==> src/rtl/latch_mon_pkg.sv <==
// Shared definitions for the latch Q monitor: FSM state encoding and the
// default parameter values used by the top and the synchronizer.
package latch_mon_pkg;

    typedef enum logic [1:0] {
        IDLE_LOW  = 2'd0,
        CHK_HIGH  = 2'd1,
        IDLE_HIGH = 2'd2,
        CHK_LOW   = 2'd3
    } mon_state_e;

    localparam int DEF_SYNC_STAGES     = 2;
    localparam int DEF_DEBOUNCE_CYCLES = 4;
    localparam int DEF_CNT_WIDTH       = 8;

endpackage

==> src/rtl/sync_bit.sv <==
// Multi-flop synchronizer bringing an asynchronous level into the Clk domain.
module sync_bit
    import latch_mon_pkg::*;
#(
    parameter int SYNC_STAGES = DEF_SYNC_STAGES
) (
    input  logic Clk,
    input  logic Rst,
    input  logic D_in,
    output logic S_out
);

    logic [SYNC_STAGES-1:0] sync_q;

    always_ff @(posedge Clk) begin
        if (Rst) begin
            sync_q <= '0;
        end else begin
            sync_q <= {sync_q[SYNC_STAGES-2:0], D_in};
        end
    end

    assign S_out = sync_q[SYNC_STAGES-1];

endmodule

==> src/rtl/latch_q_monitor.sv <==
// Synchronizes and debounces a latch Q output, pulses on committed edges,
// counts transitions and queues a single-entry event record with overflow.
module latch_q_monitor
    import latch_mon_pkg::*;
#(
    parameter int SYNC_STAGES     = DEF_SYNC_STAGES,
    parameter int DEBOUNCE_CYCLES = DEF_DEBOUNCE_CYCLES,
    parameter int CNT_WIDTH       = DEF_CNT_WIDTH
) (
    input  logic                 Clk,
    input  logic                 Rst,
    input  logic                 Q_in,
    output logic                 Q_stable,
    output logic                 Rise,
    output logic                 Fall,
    output logic                 Evt_valid,
    input  logic                 Evt_ready,
    output logic                 Evt_dir,
    output logic [CNT_WIDTH-1:0] Evt_count,
    output logic                 Overflow,
    input  logic                 Clr_ovf,
    output mon_state_e           Dbg_state
);

    localparam int DBW = $clog2(DEBOUNCE_CYCLES + 1);

    logic                 s;
    mon_state_e           state_q;
    logic [DBW-1:0]       dbc_q;
    logic                 q_stable_q;
    logic                 rise_q;
    logic                 fall_q;
    logic                 evt_valid_q;
    logic                 evt_dir_q;
    logic                 ovf_q;
    logic [CNT_WIDTH-1:0] evt_count_q;

    logic dbc_last;
    logic commit_rise;
    logic commit_fall;
    logic commit;
    logic accept;
    logic drop;

    sync_bit #(
        .SYNC_STAGES(SYNC_STAGES)
    ) u_sync (
        .Clk  (Clk),
        .Rst  (Rst),
        .D_in (Q_in),
        .S_out(s)
    );

    // The sample that moves IDLE_x into CHK_x is the first stable sample, so the
    // counter only tracks the matches that follow it.
    assign dbc_last    = (int'(dbc_q) == DEBOUNCE_CYCLES - 2);
    assign commit_rise = s && ((state_q == CHK_HIGH && dbc_last) ||
                               (state_q == IDLE_LOW && DEBOUNCE_CYCLES == 1));
    assign commit_fall = !s && ((state_q == CHK_LOW && dbc_last) ||
                                (state_q == IDLE_HIGH && DEBOUNCE_CYCLES == 1));
    assign commit      = commit_rise || commit_fall;

    // Evt_valid/Evt_dir hold until a cycle with Evt_valid && Evt_ready; that
    // same cycle frees the slot so a coincident commit is loaded, not dropped.
    assign accept      = !evt_valid_q || Evt_ready;
    assign drop        = commit && !accept;

    always_ff @(posedge Clk) begin
        if (Rst) begin
            state_q     <= IDLE_LOW;
            dbc_q       <= '0;
            q_stable_q  <= 1'b0;
            rise_q      <= 1'b0;
            fall_q      <= 1'b0;
            evt_valid_q <= 1'b0;
            evt_dir_q   <= 1'b0;
            ovf_q       <= 1'b0;
            evt_count_q <= '0;
        end else begin
            rise_q <= commit_rise;
            fall_q <= commit_fall;

            unique case (state_q)
                IDLE_LOW: begin
                    if (commit_rise) begin
                        state_q    <= IDLE_HIGH;
                        q_stable_q <= 1'b1;
                    end else if (s) begin
                        state_q <= CHK_HIGH;
                        dbc_q   <= '0;
                    end
                end
                CHK_HIGH: begin
                    if (!s) begin
                        state_q <= IDLE_LOW;
                    end else if (commit_rise) begin
                        state_q    <= IDLE_HIGH;
                        q_stable_q <= 1'b1;
                    end else begin
                        dbc_q <= dbc_q + DBW'(1);
                    end
                end
                IDLE_HIGH: begin
                    if (commit_fall) begin
                        state_q    <= IDLE_LOW;
                        q_stable_q <= 1'b0;
                    end else if (!s) begin
                        state_q <= CHK_LOW;
                        dbc_q   <= '0;
                    end
                end
                CHK_LOW: begin
                    if (s) begin
                        state_q <= IDLE_HIGH;
                    end else if (commit_fall) begin
                        state_q    <= IDLE_LOW;
                        q_stable_q <= 1'b0;
                    end else begin
                        dbc_q <= dbc_q + DBW'(1);
                    end
                end
                default: state_q <= IDLE_LOW;
            endcase

            if (commit && !(&evt_count_q)) begin
                evt_count_q <= evt_count_q + CNT_WIDTH'(1);
            end

            if (commit && accept) begin
                evt_valid_q <= 1'b1;
                evt_dir_q   <= commit_rise;
            end else if (evt_valid_q && Evt_ready) begin
                evt_valid_q <= 1'b0;
            end

            if (drop) begin
                ovf_q <= 1'b1;
            end else if (Clr_ovf) begin
                ovf_q <= 1'b0;
            end
        end
    end

    assign Q_stable  = q_stable_q;
    assign Rise      = rise_q;
    assign Fall      = fall_q;
    assign Evt_valid = evt_valid_q;
    assign Evt_dir   = evt_dir_q;
    assign Evt_count = evt_count_q;
    assign Overflow  = ovf_q;
    assign Dbg_state = state_q;

endmodule

==> config.mk <==
export PLATFORM = sky130hd
export DESIGN_NAME = latch_q_monitor
export DESIGN_NICKNAME = d
export VERILOG_FILES = /design/src/rtl/latch_mon_pkg.sv /design/src/rtl/sync_bit.sv /design/src/rtl/latch_q_monitor.sv
export SDC_FILE = /design/constraint.sdc
export NUM_CORES = 1
export LEC_CHECK = 0
export CAP_MARGIN = 10
export CORE_MARGIN = 5
export CORE_UTILIZATION = 44
export CTS_BUF_LIST = sky130_fd_sc_hd__clkbuf_4 sky130_fd_sc_hd__clkbuf_8
export CTS_CLUSTER_DIAMETER = 120
export CTS_CLUSTER_SIZE = 10
export DETAILED_ROUTE_END_ITERATION = 8
export GPL_TIMING_DRIVEN = 0
export PLACE_DENSITY = 0.71
export SLEW_MARGIN = 30
export SYNTH_ARGS = -nofsm -noshare
export SYNTH_HDL_FRONTEND = slang
export SYNTH_SLANG_ARGS = --single-unit
==> constraint.sdc <==
create_clock -name Clk -period 2.7 [get_ports Clk]
set_clock_uncertainty 0.1 [all_clocks]
set_input_delay 0.54 -clock Clk [delete_from_list [all_inputs] [get_ports Clk]]
set_output_delay 0.54 -clock Clk [all_outputs]
set_load 0.005 [all_outputs]
After elaboration in Yosys (flattened, before gate mapping)
Index checks and enable logic that the tools add are counted.

Add/sub/neg operators: 2. Equality and inequality tests: 16. Muxes and demuxes: 27. Reduce and logical (&&, ||, !) cells: 21.

Operators by type and width (number): 3-bit 2-to-1 mux (8); 2-bit 2-to-1 mux (8); 8-bit AND reduction (2); 2-bit != test, second input constant (6); 3-bit case mux with 4 select lines (1); 8-bit by 1-bit adder with 8-bit output, second input constant (1); 1-bit logical AND (8); 1-bit 2-to-1 mux (8); 2-bit case mux with 4 select lines (1); 3-bit by 2-bit != test with 1-bit output, second input constant (2); 3-bit != test, second input constant (2); 2-bit == test, second input constant (2); 1-bit zero test (4); 2-bit by 1-bit != test with 1-bit output, second input constant (2); 1-bit case mux with 4 select lines (1); 4-bit AND reduction (1); 2-bit nonzero test (2); 3-bit by 1-bit adder with 3-bit output, second input constant (1); 3-bit == test, second input constant (1); 2-bit by 1-bit == test with 1-bit output, second input constant (1); 2-bit zero test (1); 1-bit logical OR (2); 2-bit AND reduction (1).

Bits in registers: 21. Bits of input ports: 5. Output and inout port bits: 16.

Logic depth before layout (Yosys ltp)
Depth after elaboration: 6. Mapped depth: 7. Gate-level depth less buffers: 6.

Cells and area by module
Synthesis repeated with hierarchy kept, for this count alone.

Cells, all modules: 107. Area total of the unflattened synthesis: 991.0 µm².

Modules (own cells, without submodules): latch_q_monitor (instances 1, cells each 103, area each 938.4 µm²); sync_bit (instances 1, cells each 4, area each 52.6 µm²).

Least setup slack after synthesis
Ideal clock, no wire load.

Path kind: register to register. Start: register dbc_q[0]. End: register evt_count_q[0] (netlist: Evt_count[0]). Arrival time: 1.656 ns. Required time: 2.479 ns. Setup slack: 0.824 ns. Stages on the path, launching flop included: 8. Path through: dfxtp_1 > inv_1 > ha_1 > nand3b_1 > or2_1 > clkbuf_2 > a31oi_1 > mux2_2.

Word-level cells in the longest chain between the ends: 5. Elaborated cells on any way between the ends: 7. Classes of those cells: eq/ne: 1; reduce/logical: 6.

Ends and longest elaborated chain: start: declaration (line latch_q_monitor.sv:29) `logic [DBW-1:0] dbc_q;`; start signal: assignment (line latch_q_monitor.sv:100) `dbc_q <= dbc_q + DBW'(1);`; start signal: assignment (line latch_q_monitor.sv:119) `dbc_q <= dbc_q + DBW'(1);`; 3-bit == test (*) (line latch_q_monitor.sv:56) `assign dbc_last = (int'(dbc_q) == DEBOUNCE_CYCLES - 2);`; 1-bit logical AND (on tied branches) (2 in series) (line latch_q_monitor.sv:57, latch_q_monitor.sv:59); 1-bit logical OR (*) (line latch_q_monitor.sv:61) `assign commit = commit_rise || commit_fall;`; 1-bit logical AND (*) (line latch_q_monitor.sv:125) `if (commit && !(&evt_count_q)) begin`; end signal: assignment (line latch_q_monitor.sv:126) `evt_count_q <= evt_count_q + CNT_WIDTH'(1);`; end: declaration (line latch_q_monitor.sv:36) `logic [CNT_WIDTH-1:0] evt_count_q;`.

Every way passes the cells marked *; elsewhere a longest branch is shown, timed or not. A chain may end at the register's enable or synchronous reset.

Worst setup path after layout
Same ends and word-level chain as after synthesis.

==> key figures <==
Logic synthesis
  • YS warnings: 0
  • Syn_nets: 111
  • Area leader, netlist: dfxtp_1
  • Post-synthesis compound-gate area fraction: 15.9%
  • Synth Area in Simple Gates: 28.0%
  • Syn_area_per_cell: 8.79 um^2
  • Post-Synthesis Cells: 103
  • Mux share of post-synthesis cell area: 2.35%
  • Register area share after synthesis: 46.4%
  • Largest cells by area after synthesis: dfxtp_1, a21oi_1, nor2b_1, ha_1, nand2b_1
  • Synth top area share: 46.4%
  • Synthesized cell area: 906 um^2
  • Synth Register Bits: 21
  • Synthesized-area fraction occupied by adder cells: 4.14%
  • Xor/xnor share of the synthesized area: 0.967%
  • Largest family of logic cells by synthesized area: simple AND/OR/NAND/NOR gates
  • Post-synth cell types: 32

STA
  • Hold Vio Cnt, Final: 0
  • TNS Setup: 0 ps
  • Final setup vio count: 0
  • Worst-Margin Slew: 617 ps
  • Setup slack after layout: 580 ps
  • Final period util: 78.5%
  • Fin crit period: 2120 ps
  • FMAX: 472 MHz
  • Slew Viols, Final: 0
  • RSZ-0062 raised after global routing: no
  • Rel. slew slack: 58.6%

Layout
  • Final cell area excluding filler cells: 1170 um^2
  • Area Growth Syn to Fin: 29.1%
  • Diode count: 0
  • Most common cell after layout, fill and taps aside: dfxtp_1
  • Layout cells sized above 1: 5.51%
  • Fillers: 197
  • Most frequent cells in the layout: dfxtp_1, clkdlybuf4s50_1, a21oi_1
  • Nets: 136
  • Final Non-Filler Cells: 154

Critical path
  • Reg-to-Reg Start: dbc_q[0]$_SDFFE_PP0P_
  • CP max FO: 7
  • Critical path arrival: 2220 ps
  • Crit path depth: 7
  • R2R setup slack: 580 ps
  • Worst Setup End Kind: flip-flop
  • Worst R2R Path Depth: 7
  • CP bufs+invs: 2
  • Slowest cell on the critical path: mux2_2
  • Crit-path leading delay family: simple AND/OR/NAND/NOR gates
  • Crit-path max cell delay: 370 ps
  • Worst setup SP type: flip-flop
  • Critical Path RT: 2800 ps
  • R2r endpoint: Evt_count[0]$_SDFFE_PP0P_
  • CP Class: flip-flop to flip-flop
  • Cell chain of the critical path: inv_1 > ha_1 > nand3b_1 > or2_1 > clkbuf_2 > a31oi_1 > mux2_2

Clock network
  • Clock sink count: 21
  • Clk slew on worst S/H paths: 100 ps
  • CTS max path bufs: 2
  • Worst-skew pair later-pin latency: 300 ps
  • Num CTS Buffers: 3
  • TritonCTS clock tree: done
  • Root buf cell: clkbuf_4
  • Hold Buf Count CTS: 0
  • Postcts setup bufs: 0
  • Post_cts resized: 0
  • CTS H-tree lvls: 1

Run
  • MaxCap Viol Count: 0

Die
  • Chip Width: 55.4 um
  • Core area: 1960 um^2
  • Full die area: 3070 um^2
  • DIE HEIGHT: 55.4 um
  • Core Rows: 16
  • Top-Level Pins: 21
  • Starting Density: 46.2%

Power
  • Leak Pwr: 0.389 nW
  • Int Pwr: 0.398 mW
  • Clock network fraction of total power: 31.4%
  • Switching Fraction: 21.1%
  • Sequential share of power: 62.9%
  • NetSw: 0.107 mW
  • Logic pwr share: 5.6%
  • Maximum VDD drop: 0.353 mV
  • Power Dens Cells: 432 nW/um^2

Min path
  • Hold path start: u_sync.sync_q[0]$_SDFF_PP0_
  • Hold WC Path Type: flip-flop to flip-flop
  • Hold Path Depth: 1
  • Worst Hold End: u_sync.sync_q[1]$_SDFF_PP0_

Routing
  • DR vias/cell: 5.34
  • DRT antenna net count: 0
  • Post-Route WL: 1.81 mm
  • Initial DRC Count: 15
  • Remaining DRCs: 0
  • Total number of vias: 822
  • Routed WL per cell: 11.8 um
  • Drt pass-1 iters: 4

Global routing
  • First-pass GRT wire length: 3.12 mm
  • Number of global-route vias before repair: 697
  • GRT overflow: 0
  • Antenna violations before repair: 0
  • All-Layer GR Usage: 12.5%
  • Largest net degree at the start of global routing: 12

Placed design
  • Dpl ws: 466 ps
  • Placed wire-length estimate: 1.36 mm
  • Routability Congestion: 0.744
  • Post-DP Area: 1140 um^2
  • Port bufs: 20
  • Placed insts: 150

Outcome
  • Status: finished clean
-- metrics by stage --
step	power (mW)	util, %	hold slack [ps]
floorplan	0.337	-	314
global placement	0.353	58.1	352
detailed placement	0.354	58.1	353
CTS	0.514	59.6	369
global route	0.528	59.6	388
finish	0.505	59.6	366
-- cell type report --
cell class | count | area (um^2) | share of cell area (%)
repair buffers | 20 | 200 | 17.1
multi-input cells | 77 | 465 | 39.8
flip-flops and latches | 21 | 420 | 35.9
plain buffers | 3 | 12.5 | 1.07
well taps | 27 | 33.8 | 2.89
inverters | 2 | 7.51 | 0.642
clock buffers | 4 | 30.0 | 2.57
-- registers in the layout, summed over array words and instances, names as in the netlist, named ones only --
register / flops
Rise: 1
u_sync.sync_q: 2
Evt_dir: 1
Evt_count: 8
Q_stable: 1
Evt_valid: 1
Fall: 1
Dbg_state: 1
dbc_q: 3
Overflow: 1
-- layer usage --
metal	vias to the layer above	wire, um	part of all wire, %	track usage, %
li1	427	-	-	-
met1	376	867	48	14.6
met2	17	832	46	20.4
met3	2	94	5.2	5.59
met4	0	18	0.99	4.17
met5	-	0	0	0
-- cells by family (layout without fill, tap and decap cells) --
group / Yosys count / after routing
mux: 2 / 2
simple gates: 46 / 46
flops: 21 / 21
compound gates: 25 / 25
fa+ha+maj: 3 / 3
buf+inv: 5 / 29
xor+xnor: 1 / 1
-- Yosys cell counts --
cell type,instances
dfxtp_1,21
a21oi_1,10
nor2_1,8
nand2_1,7
nor2b_1,7
o21ai_0,6
nand2b_1,5
nor3_1,5
a31oi_1,4
ha_1,3
a211oi_1,2
inv_1,2
nand3_1,2
nor4_1,2
or4_1,2
and2_1,1
buf_1,1
clkbuf_1,1
clkbuf_2,1
mux2_2,1
mux2i_1,1
nand3b_1,1
nand4_1,1
nand4b_1,1
o21bai_1,1
o31ai_1,1
o41ai_1,1
or2_1,1
or3_1,1
or3b_1,1
or4b_2,1
xnor2_1,1
-- worst reg2reg max path, delay by kind of cell, from the launching register on --
family / cells / cell delay, ps
mux: 1 / 370
simple gates: 2 / 500
flops: 1 / 360
fa+ha+maj: 1 / 230
compound gates: 1 / 270
buf+inv: 2 / 210
-- power by group through the flow --
stage	Clock (mW)	Sequential [mW]	Combinational, mW
after floorplan	0	0.325	0.0127
after global placement	0	0.325	0.0285
after detailed placement	0	0.325	0.0289
after CTS	0.167	0.318	0.0289
after global routing	0.178	0.319	0.0318
final	0.159	0.318	0.0285
-- how the worst max path moves through the flow --
stage,startpoint,to,slack [ps]
6_report,dbc_q[0]$_SDFFE_PP0P_,Evt_count[0]$_SDFFE_PP0P_,580
5_1_grt,dbc_q[0]$_SDFFE_PP0P_,Evt_count[0]$_SDFFE_PP0P_,450
4_1_cts,dbc_q[0]$_SDFFE_PP0P_,Evt_count[0]$_SDFFE_PP0P_,570
3_5_place_dp,Rst,Overflow$_SDFFE_PP0P_,470
3_3_place_gp,Rst,Overflow$_SDFFE_PP0P_,470
2_1_floorplan,dbc_q[0]$_SDFFE_PP0P_,Evt_count[0]$_SDFFE_PP0P_,820
Note: power is estimated with default switching activity, not from simulation.
